--- src/rtl/return_stack_pkg.sv ---
// -----------------------------------------------------------------------------
// return_stack_pkg
// Shared CPU constants used by the return stack and the control unit:
//   PC_W         - program-counter / return-address width
//   STACK_DEPTH  - default number of return-stack entries
//   OPC_PUSH/POP - opcodes the control unit decodes into push/pop strobes
//   stack_op_e   - per-cycle operation resolved from the push/pop strobes
// -----------------------------------------------------------------------------
package return_stack_pkg;

  localparam int PC_W        = 10;
  localparam int STACK_DEPTH = 16;

  localparam logic [5:0] OPC_PUSH = 6'b111000;
  localparam logic [5:0] OPC_POP  = 6'b111100;

  // Push+pop on an empty stack resolves to SOP_PUSH; there is nothing to replace.
  typedef enum logic [1:0] {
    SOP_IDLE,
    SOP_PUSH,
    SOP_POP,
    SOP_REPLACE
  } stack_op_e;

endpackage

--- src/rtl/return_stack_if.sv ---
// -----------------------------------------------------------------------------
// return_stack_if
// Control-unit <-> return-stack signal bundle.
//   push, pop, ret_in            : control unit -> stack
//   ret_out, count, empty, full,
//   overflow, underflow          : stack -> control unit / PC mux
// master: control unit side.  slave: return stack side.
// -----------------------------------------------------------------------------
interface return_stack_if
  import return_stack_pkg::*;
#(
  parameter int AW    = PC_W,
  parameter int DEPTH = STACK_DEPTH
);

  logic                     push;
  logic                     pop;
  logic [AW-1:0]            ret_in;
  logic [AW-1:0]            ret_out;
  logic [$clog2(DEPTH):0]   count;
  logic                     empty;
  logic                     full;
  logic                     overflow;
  logic                     underflow;

  modport master (
    output push, pop, ret_in,
    input  ret_out, count, empty, full, overflow, underflow
  );

  modport slave (
    input  push, pop, ret_in,
    output ret_out, count, empty, full, overflow, underflow
  );

endinterface

--- src/rtl/return_stack_stack_mem.sv ---
// -----------------------------------------------------------------------------
// stack_mem
// DEPTH x AW register file for the return stack.
//   clk   in  : write clock
//   we    in  : write enable
//   waddr in  : write index
//   wdata in  : write data
//   raddr in  : read index
//   rdata out : asynchronous read data
// Entries are deliberately not reset; the stack pointer alone defines validity.
// -----------------------------------------------------------------------------
module stack_mem #(
  parameter int AW    = 10,
  parameter int DEPTH = 16
) (
  input  logic                     clk,
  input  logic                     we,
  input  logic [$clog2(DEPTH)-1:0] waddr,
  input  logic [AW-1:0]            wdata,
  input  logic [$clog2(DEPTH)-1:0] raddr,
  output logic [AW-1:0]            rdata
);

  logic [AW-1:0] mem [DEPTH];

  always_ff @(posedge clk) begin
    if (we) begin
      mem[waddr] <= wdata;
    end
  end

  assign rdata = mem[raddr];

endmodule

--- src/rtl/return_stack.sv ---
// -----------------------------------------------------------------------------
// return_stack
// Hardware call/return stack for the CPU.
//   clk   in : rising-edge clock
//   reset in : asynchronous active-low reset (clears pointer and sticky flags)
//   rs        : return_stack_if.slave
//     push/pop/ret_in   - call/return strobes and return address
//     ret_out           - current top entry, zero-latency, zero when empty
//     count/empty/full  - occupancy, decoded from the stack pointer
//     overflow          - sticky, push attempted while full (no pop)
//     underflow         - sticky, pop attempted while empty
// -----------------------------------------------------------------------------
module return_stack
  import return_stack_pkg::*;
#(
  parameter int AW    = PC_W,
  parameter int DEPTH = STACK_DEPTH
) (
  input  logic          clk,
  input  logic          reset,
  return_stack_if.slave rs
);

  localparam int IW = $clog2(DEPTH);
  localparam int SW = IW + 1;

  logic [SW-1:0] sp;
  logic [SW-1:0] sp_nxt;
  logic          ovf;
  logic          ovf_nxt;
  logic          unf;
  logic          unf_nxt;
  logic          empty;
  logic          full;
  stack_op_e     op;
  logic          we;
  logic [IW-1:0] waddr;
  logic [IW-1:0] top_idx;
  logic [AW-1:0] rdata;

  assign empty   = (sp == '0);
  assign full    = (sp == SW'(DEPTH));
  assign top_idx = IW'(sp - SW'(1));

  always_comb begin
    op = SOP_IDLE;
    unique case ({rs.push, rs.pop})
      2'b10:   op = SOP_PUSH;
      2'b01:   op = SOP_POP;
      2'b11:   op = empty ? SOP_PUSH : SOP_REPLACE;
      default: op = SOP_IDLE;
    endcase
  end

  // Any pop seen while empty is an underflow, with or without a push.
  always_comb begin
    sp_nxt  = sp;
    ovf_nxt = ovf;
    unf_nxt = unf | (rs.pop & empty);
    we      = 1'b0;
    waddr   = sp[IW-1:0];
    unique case (op)
      SOP_PUSH: begin
        if (!full) begin
          we     = 1'b1;
          sp_nxt = sp + SW'(1);
        end else begin
          ovf_nxt = 1'b1;
        end
      end
      SOP_POP: begin
        if (!empty) begin
          sp_nxt = sp - SW'(1);
        end
      end
      SOP_REPLACE: begin
        we    = 1'b1;
        waddr = top_idx;
      end
      default: ;
    endcase
  end

  always_ff @(posedge clk or negedge reset) begin
    if (!reset) begin
      sp  <= '0;
      ovf <= 1'b0;
      unf <= 1'b0;
    end else begin
      sp  <= sp_nxt;
      ovf <= ovf_nxt;
      unf <= unf_nxt;
    end
  end

  stack_mem #(
    .AW    (AW),
    .DEPTH (DEPTH)
  ) u_mem (
    .clk   (clk),
    .we    (we),
    .waddr (waddr),
    .wdata (rs.ret_in),
    .raddr (top_idx),
    .rdata (rdata)
  );

  assign rs.ret_out   = empty ? '0 : rdata;
  assign rs.count     = sp;
  assign rs.empty     = empty;
  assign rs.full      = full;
  assign rs.overflow  = ovf;
  assign rs.underflow = unf;

endmodule

--- src/flat_wrapper.sv ---
// flat-port wrapper written by rule: the top's interface ports become plain ports
module return_stack_flat import return_stack_pkg::*;
#(
  parameter int AW    = PC_W,
  parameter int DEPTH = STACK_DEPTH
)
  (clk, reset, rs_push, rs_pop, rs_ret_in, rs_ret_out, rs_count, rs_empty, rs_full, rs_overflow, rs_underflow);
  return_stack_if #(.AW(AW), .DEPTH(DEPTH)) rs_i ();
  input  logic clk;
  input  logic reset;
  input wire logic [$bits(rs_i.push)-1:0] rs_push;
  input wire logic [$bits(rs_i.pop)-1:0] rs_pop;
  input wire logic [$bits(rs_i.ret_in)-1:0] rs_ret_in;
  output wire logic [$bits(rs_i.ret_out)-1:0] rs_ret_out;
  output wire logic [$bits(rs_i.count)-1:0] rs_count;
  output wire logic [$bits(rs_i.empty)-1:0] rs_empty;
  output wire logic [$bits(rs_i.full)-1:0] rs_full;
  output wire logic [$bits(rs_i.overflow)-1:0] rs_overflow;
  output wire logic [$bits(rs_i.underflow)-1:0] rs_underflow;
  assign rs_i.push = rs_push;
  assign rs_i.pop = rs_pop;
  assign rs_i.ret_in = rs_ret_in;
  assign rs_ret_out = rs_i.ret_out;
  assign rs_count = rs_i.count;
  assign rs_empty = rs_i.empty;
  assign rs_full = rs_i.full;
  assign rs_overflow = rs_i.overflow;
  assign rs_underflow = rs_i.underflow;
  return_stack #(.AW(AW), .DEPTH(DEPTH)) u_core (.clk(clk), .reset(reset), .rs(rs_i));
endmodule
--- config.mk ---
export PLATFORM = sky130hd
export DESIGN_NAME = return_stack_flat
export DESIGN_NICKNAME = d
export VERILOG_FILES = /design/src/rtl/return_stack_pkg.sv /design/src/rtl/return_stack_if.sv /design/src/rtl/return_stack_stack_mem.sv /design/src/rtl/return_stack.sv /design/src/flat_wrapper.sv
export SDC_FILE = /design/constraint.sdc
export NUM_CORES = 1
export LEC_CHECK = 0
export ABC_AREA = 1
export BUFFER_PORTS_ARGS = -buffer_cell sky130_fd_sc_hd__buf_2
export CORE_MARGIN = 3
export CORE_UTILIZATION = 55
export CTS_BUF_LIST = sky130_fd_sc_hd__clkbuf_4 sky130_fd_sc_hd__clkbuf_8
export DETAILED_ROUTE_END_ITERATION = 6
export HOLD_SLACK_MARGIN = 0.1
export PLACE_DENSITY_LB_ADDON = 0.1
export SYNTH_ARGS = -nofsm -noshare
export SYNTH_HDL_FRONTEND = slang
export SYNTH_SLANG_ARGS = --single-unit
--- constraint.sdc ---
create_clock -name clk -period 2.8 [get_ports clk]
set_clock_uncertainty 0.2 [all_clocks]
set_input_delay 0.7 -clock clk [delete_from_list [all_inputs] [get_ports clk]]
set_output_delay 0.7 -clock clk [all_outputs]
set_load 0.02 [all_outputs]
Yosys cells after proc, flatten, opt, wreduce, memory -nomap -nowiden --
Memories as Yosys holds them, arrays and structs flattened. Index checks and enable logic that the tools add are counted.
Word-level totals: output and inout bits 19, memory bits (writable) 160, logic and storage cells 32, bits of input ports 14, bits in registers 7, memories 1
Memory list:
- u_core.u_mem.mem | depth 16, width 10, rd ports 1, clocked after Yosys merged registers in 0, write ports 1, line return_stack_stack_mem.sv:24 | logic [AW-1:0] mem [DEPTH];
Operators by class: $add $sub $neg 2, equality and inequality tests 9, muxes and demuxes 11, reductions and logical operators 4, bitwise gates (word level) 2
Operator list (number):
- two-way mux 10 bit | 1
- two-way mux 5 bit | 2
- one-hot mux 5 bit (2 select lines) | 1
- equality test 2 bit, second input constant | 4
- one-hot mux 2 bit (3 select lines) | 1
- adder 5 x 1 -> 5 bit, second input constant | 1
- equality test 5 bit, second input constant | 1
- logical NOT 5 bit | 1
- subtractor 5 x 1 -> 5 bit, second input constant | 1
- equality test 2 x 1 -> 1 bit, second input constant | 2
- two-way mux 4 bit | 1
- != test 2 bit, second input constant | 2
- two-way mux 1 bit | 3
- AND reduction 3 bit | 1
- two-way mux 2 bit | 1
- one-hot mux 1 bit (2 select lines) | 1
- AND reduction 2 bit | 1
- nonzero test 2 bit | 1
- bitwise AND 1 bit | 1
- bitwise OR 1 bit | 1

Longest topological paths before layout --
Gate-level depths: netlist (run 1).
depth after elaboration 7, gate-level depth with buffers 12, mapped depth without buffers 10

Cells and area by module --
A second synthesis (run 1) with hierarchy kept.
Unflattened totals: cell total of the unflattened synthesis 779, area, all modules 7633.6 um^2
Modules (own cells, without submodules):
- stack_mem | area an instance 6971.7 um^2, instances 1, cells an instance 672
- return_stack | area an instance 661.9 um^2, instances 1, cells an instance 107

Least setup slack after synthesis (run 1) --
No wires, ideal clock.
path type register to output, from reg u_core.sp[0], in the netlist u_core.rs.count[0], to out rs_ret_out[8], setup slack -0.414 ns, path buffers 4, cell stages (with the launch flop) 12, arrival time 2.314 ns, cells stage by stage dfrtp_1 inv_2 buf_4 buf_2 ha_1 buf_2 inv_1 clkbuf_1 nand3_1 nand3_1 nand3_1 a21oi_1
On the way: cells in the longest elaborated chain, start to end 3, elaborated cells between the ends (all ways) 4
RTL lines:
- start: declaration | line return_stack.sv:27 | logic [SW-1:0] sp;
- start signal: assignment | line return_stack.sv:90 | sp <= sp_nxt;
- subtractor 5 x 1 -> 5 bit | line return_stack.sv:43 | assign top_idx = IW'(sp - SW'(1));
- memory (16 x 10 bit)
- two-way mux 10 bit * | line return_stack.sv:108 | assign rs.ret_out = empty ? '0 : rdata;
- end: declaration | line flat_wrapper.sv:14 | output wire logic [$bits(rs_i.ret_out)-1:0] rs_ret_out;
Every way passes the cells marked *; elsewhere a longest branch is shown, timed or not.

Final worst setup path (run 1) --
from reg u_core.sp[0], in the netlist u_core.rs.count[0], to out rs_ret_out[0]
Same word-level chain as after synthesis.

==> results of run 1 <==
## state kept, by name, summed over array words and instances (netlist names)
register	count
u_core.u_mem.mem	160
u_core.rs.count	5
u_core.rs.overflow	1
u_core.rs.underflow	1
## final cells by class
type / count / area share
inverter: 20 / 0.00995
tap: 172 / 0.0241
clock buffer: 21 / 0.0296
multi-input combinational: 429 / 0.257
sequential: 167 / 0.558
clock inverter: 11 / 0.0120
timing repair buffer: 97 / 0.110
## worst max-delay path by stage
| stage | from | end |
|---|---|---|
| final | u_core.rs.count[0] | rs_ret_out[0] |
| after global routing | u_core.rs.count[0] | rs_ret_out[6] |
| after CTS | u_core.rs.count[0] | rs_ret_out[2] |
| after detailed placement | u_core.rs.count[0] | rs_ret_out[5] |
| after global placement | u_core.rs.count[0] | rs_ret_out[5] |
| after floorplan | u_core.rs.count[0] | rs_ret_out[8] |
## cell usage after synthesis, drive strengths merged
cell	n	area, sq um
clkbuf	15	56.3
a31o	1	8.76
nand3	124	653
edfxtp	160	4800
o21bai	1	7.51
xnor2	1	16.3
a21oi	19	95.1
nor2	37	149
or2	1	6.26
inv	20	75.1
nand2	227	876
xor2	5	51.3
buf	22	148
dfrtp	7	175
o21ai	7	42.5
ha	3	37.5
nand4	3	18.8
## cells by family (layout without fill, tap and decap cells)
group | Yosys count | count (layout) | synth area share
buffers and inverters | 57 | 149 | 0.0386
AOI/OAI and AO/OA | 28 | 28 | 0.0213
DFF | 167 | 167 | 0.690
xor gates and xnor gates | 6 | 6 | 0.00936
and+or+nand+nor | 392 | 392 | 0.236
adders and majority gates | 3 | 3 | 0.00520
## repair_timing
| action | CTS | global route |
|---|---|---|
| endpoints found under the setup margin | 11 | 130 |
| setup buffers | 12 | 1 |
| pin swaps | 10 | 4 |
| resized for setup | 78 | 15 |
| hold buffers | 1 | 0 |
| gates cloned | 5 | 2 |
| hold endpoints to repair | 7 | 0 |
## worst reg2reg max path: stages (launching register included)
cell	delay, ns
dfrtp_2	0.51
nor2_4	0.21
nand3_4	0.12
buf_12	0.17
buf_4	0.16
nand2_8	0.13
xor2_1	0.26
nand2_1	0.19
nor2_1	0.27
buf_4	0.22
## routing by layer
| layer | track usage | routed length [um] | part of all wire |
|---|---|---|---|
| met5 | 0 | 0 | 0 |
| met4 | 0.123 | 668 | 0.034 |
| met3 | 0.0529 | 1710 | 0.087 |
| met2 | 0.424 | 9040 | 0.46 |
| met1 | 0.389 | 8090 | 0.41 |
## per-stage QoR
stage / hold slack (ns) / setup TNS [ns] / area (sq um)
6_report: 0.266 / -2.28 / 8930
5_1_grt: 0.295 / -3.33 / 8930
4_1_cts: 0.269 / -2.26 / 8810
3_5_place_dp: 0.250 / 0 / 7890
3_3_place_gp: 0.245 / 0 / 7890
2_1_floorplan: 0.204 / -0.00461 / 7350
==> impl_metrics.env, run 1 <==
export IMPL_run_status="complete, but fails checks"
export IMPL_violations="setup timing"
export IMPL_slew_viol_final=0
export IMPL_firstDrtPassIters=5
export IMPL_cp_slowest_cell="dfrtp_2"
export IMPL_clk_latency_ns=0.46
export IMPL_path_depth=10
export IMPL_crit_path_frequent_cell="nand3_1"
export IMPL_rsz0062_at_grt="true"
export IMPL_path_delay_family="simple AND/OR/NAND/NOR gates"
export IMPL_final_common_cell="nand2_1"
export IMPL_die_w_um=121
export IMPL_rows=41
export IMPL_drv_cap=0
export IMPL_rr_endpoint="u_core.u_mem.mem[12][0]"
export IMPL_postSynthCellCount=653
export IMPL_grt_max_degree=45
export IMPL_critPathKind="flip-flop to output port"
export IMPL_hold_depth=1
export IMPL_core_sq_um=12700
export IMPL_fin_crit_sh=1.09
export IMPL_insertedDiodeCount=0
export IMPL_path_clk_slew_ns=0.09
export IMPL_fillers=917
export IMPL_htree_levels=4
export IMPL_netlist_area_sq_um=7220
export IMPL_place_congestion=0.883
export IMPL_drc=0
export IMPL_worstHoldStart="u_core.rs.overflow"
export IMPL_relSlewSlack=0.726
export IMPL_ys_seq_area_frac=0.690
export IMPL_die_area_sq_um=14500
export IMPL_area_growth_pct=23.7
export IMPL_ys_ff_latch=167
export IMPL_critPathCaptureType="output port"
export IMPL_cts_sinks=167
export IMPL_synth_area_per_cell_sq_um=11.1
export IMPL_worstSetupStartpointType="flip-flop"
export IMPL_grt_pass1_wl_mm=29.6
export IMPL_grt_total_usage=0.277
export IMPL_via_per_inst=5.77
export IMPL_period_needed_ns=3.06
export IMPL_synth_nets=670
export IMPL_area_sequential_sq_um=4980
export IMPL_finalHoldViolCount=0
export IMPL_wl_per_cell_um=21.3
export IMPL_ant_nets=0
export IMPL_antenna_found_initial=0
export IMPL_drive_gt1_frac=0.287
export IMPL_path_cells="inv_6 -> ha_4 -> buf_6 -> buf_12 -> nand3_1 -> nand3_1 -> nand3_1 -> nand2_2 -> nor2_4 -> buf_6"
export IMPL_clock_path_buffers=2
export IMPL_crit_fanout=9
export IMPL_dp_hpwl_mm=11.2
export IMPL_reg2reg_depth=9
export IMPL_multi_input_area_sq_um=2290
export IMPL_pre_cts_ws_ns=0.00500
export IMPL_ff2ff_setup_slack_ns=0.07
export IMPL_initial_core_util=0.568
export IMPL_yosys_warnings=0
export IMPL_ys_types=30
export IMPL_setup_viol=10
export IMPL_path_buf_inv=4
export IMPL_max_freq_mhz=327
export IMPL_r2r_start="u_core.rs.count[2]"
export IMPL_worstMarginPinSlew_ns=0.407
export IMPL_nets=749
export IMPL_cts_tree="yes"
export IMPL_cts_buffers=17
export IMPL_die_height_um=121
export IMPL_layout_setup_ws_ns=-0.261
export IMPL_whs_endpoint="u_core.rs.overflow"
export IMPL_portBuffers=32
export IMPL_grt_pass1_vias=5141
export IMPL_drt_iter0_drc=589
export IMPL_required_ns=1.90
export IMPL_vias=5287
export IMPL_instances_no_fill=917
export IMPL_finish_utilization=0.702
export IMPL_cpPeakStageDelay_ns=0.45
export IMPL_overflow=0
export IMPL_clockRootBuffer="clkbuf_8"
export IMPL_critPathArrivalTime_ns=2.16
export IMPL_wl_mm=19.5
export IMPL_final_cell_mix="nand2_1, edfxtp_1, nand3_1, buf_4, nand3_2"
export IMPL_min_path_type="flip-flop to flip-flop"
export IMPL_dp_cells=864
export IMPL_ios=33
Power of run 1 is not shown: default switching activity piles up to over one toggle a cycle in this logic, so the estimate is an artifact.
==> run 2: changes to the inputs <==
Settings changed: SETUP_SLACK_MARGIN set to 0.05.
==> run 2 against run 1 <==
Effect of this change:
- the run still ends with setup timing left
- register-to-register slack better by 0.04 ns
- die area unchanged
- non-clock buffer count down 6
- count of clock-buffer cells in the layout down 4
- largest cell class unchanged
==> impl_metrics.env, run 2 (synthesized netlist as in run 1, its figures left out) <==
export IMPL_drv_cap=0
export IMPL_grt_max_degree=47
export IMPL_rsz0062_at_grt="true"
export IMPL_die_height_um=121
export IMPL_path_delay_family="buffers and inverters"
export IMPL_max_freq_mhz=319
export IMPL_worstMarginPinSlew_ns=0.408
export IMPL_violations="setup timing"
export IMPL_finalHoldViolCount=0
export IMPL_run_status="complete, but fails checks"
export IMPL_clock_path_buffers=2
export IMPL_core_sq_um=12700
export IMPL_period_needed_ns=3.14
export IMPL_clk_latency_ns=0.47
export IMPL_top_register="u_core.u_mem.mem"
export IMPL_overflow=0
export IMPL_die_w_um=121
export IMPL_ant_nets=0
export IMPL_slew_viol_final=0
export IMPL_layout_setup_ws_ns=-0.336
export IMPL_cts_buffers=17
export IMPL_die_area_sq_um=14500
export IMPL_htree_levels=4
export IMPL_required_ns=1.90
export IMPL_grt_pass1_wl_mm=30.3
export IMPL_critPathCaptureType="output port"
export IMPL_dp_hpwl_mm=11.7
export IMPL_whs_ns=0.272
export IMPL_relSlewSlack=0.728
export IMPL_firstDrtPassIters=5
export IMPL_grt_total_usage=0.284
export IMPL_cpPeakStageDelay_ns=0.46
export IMPL_wl_mm=19.4
export IMPL_ios=33
export IMPL_path_cells="inv_4 -> ha_4 -> buf_6 -> xor2_4 -> buf_12 -> buf_12 -> nand3_2 -> nand3_2 -> nand2_2 -> nor2_4 -> buf_6"
export IMPL_drt_iter0_drc=666
export IMPL_crit_fanout=6
export IMPL_critPathKind="flip-flop to output port"
export IMPL_cp_slowest_cell="dfrtp_2"
export IMPL_initial_core_util=0.568
export IMPL_place_congestion=0.880
export IMPL_cts_sinks=167
export IMPL_via_per_inst=5.78
export IMPL_min_path_type="flip-flop to flip-flop"
export IMPL_drc=0
export IMPL_area_growth_pct=24.6
export IMPL_path_buf_inv=5
export IMPL_path_clk_slew_ns=0.09
export IMPL_grt_pass1_vias=5249
export IMPL_nets=745
export IMPL_largest_register_ff_count=160
export IMPL_setup_viol=10
export IMPL_wl_per_cell_um=21.3
export IMPL_portBuffers=32
export IMPL_vias=5278
export IMPL_drive_gt1_frac=0.312
export IMPL_fin_crit_sh=1.12
export IMPL_clockRootBuffer="clkbuf_8"
export IMPL_critPathArrivalTime_ns=2.24
export IMPL_final_common_cell="nand2_1"
export IMPL_worstSetupStartpointType="flip-flop"
export IMPL_final_cell_mix="nand2_1, edfxtp_1, nand3_1, buf_4, nand3_2"
export IMPL_antenna_found_initial=0
export IMPL_rows=41
export IMPL_cts_tree="yes"
export IMPL_insertedDiodeCount=0
[run 2: cell count changes in the layout (fill, tap and decap cells not counted), moves of 4 or more]
cell / previous run / this run
nor2_2: 11 / 16
buf_4: 48 / 32
clkbuf_4: 4 / 0
buf_6: 9 / 25
nand3_1: 98 / 93
clkinv_1: 5 / 0
nand3_2: 23 / 27
buf_16: 5 / 1
nor2_1: 16 / 9
[run 2: per-layer routing]
metal  share of wire  vias up  track usage  wire [um]
met2            0.47      270        0.440       9220
li1                -     2401            -          -
met3           0.080       46       0.0692       1560
met5               0        -            0          0
met1            0.41     2561        0.392       8000
met4           0.034        0        0.114        661
[run 2: area by class of cell]
class                           count  area [sq um]
Sequential cell                   167          4980
Fill cell                         889          3730
Multi-Input combinational cell    430          2420
Timing Repair Buffer               91           870
Clock buffer                       17           234
Tap cell                          172           215
Clock inverter                     15           175
Inverter                           20          85.1
Timing Repair inverter              1          11.3
[run 2: path summary, 6_finish.rpt]
path / start / end / slack [ns] / cells after the start
setup / recovery: u_core.rs.count[0] / rs_ret_out[4] / -0.34 / 11
hold / removal: u_core.rs.overflow / u_core.rs.overflow / 0.27 / 1
setup reg to reg: u_core.rs.count[2] / u_core.u_mem.mem[6][9] / 0.11 / 10
hold reg to reg: u_core.rs.overflow / u_core.rs.overflow / 0.27 / 1
max in group asynchronous: reset / u_core.rs.count[0] / 1.81 / 2
min in group asynchronous: reset / u_core.rs.count[3] / 0.40 / 2
[run 2: per-stage QoR]
step / instance area [sq um] / utilization / TNS (ns) / setup slack [ns] / std cells
2_1_floorplan: 7400 / - / 0 / 0.0581 / 653
3_3_place_gp: 7880 / 0.620 / 0 / 0.00689 / 865
3_5_place_dp: 7880 / 0.620 / -0.770 / -0.108 / 865
4_1_cts: 8740 / 0.687 / -3.49 / -0.378 / 912
5_1_grt: 8990 / 0.707 / -4.07 / -0.424 / 913
6_report: 8990 / 0.707 / -3.13 / -0.336 / 913
[run 2: repair_timing]
action / in CTS / in global routing
endpoints found under the hold margin: 7 / 0
hold buffers: 1 / 0
pin swaps: 7 / 16
buffers inserted: 9 / 2
endpoints found under the setup margin: 11 / 172
resized for setup: 65 / 66
gates cloned: 5 / 1
[run 2: worst reg2reg max path, cell delays in order (launching register included)]
cell	delay, ns
dfrtp_2	0.46
buf_6	0.18
nor2_4	0.24
nand3_4	0.18
buf_4	0.22
nand2_8	0.15
nand2_1	0.10
o21ai_2	0.10
nand2_2	0.16
nor2_1	0.20
buf_6	0.20
Power of run 2 is left out for the same reason.
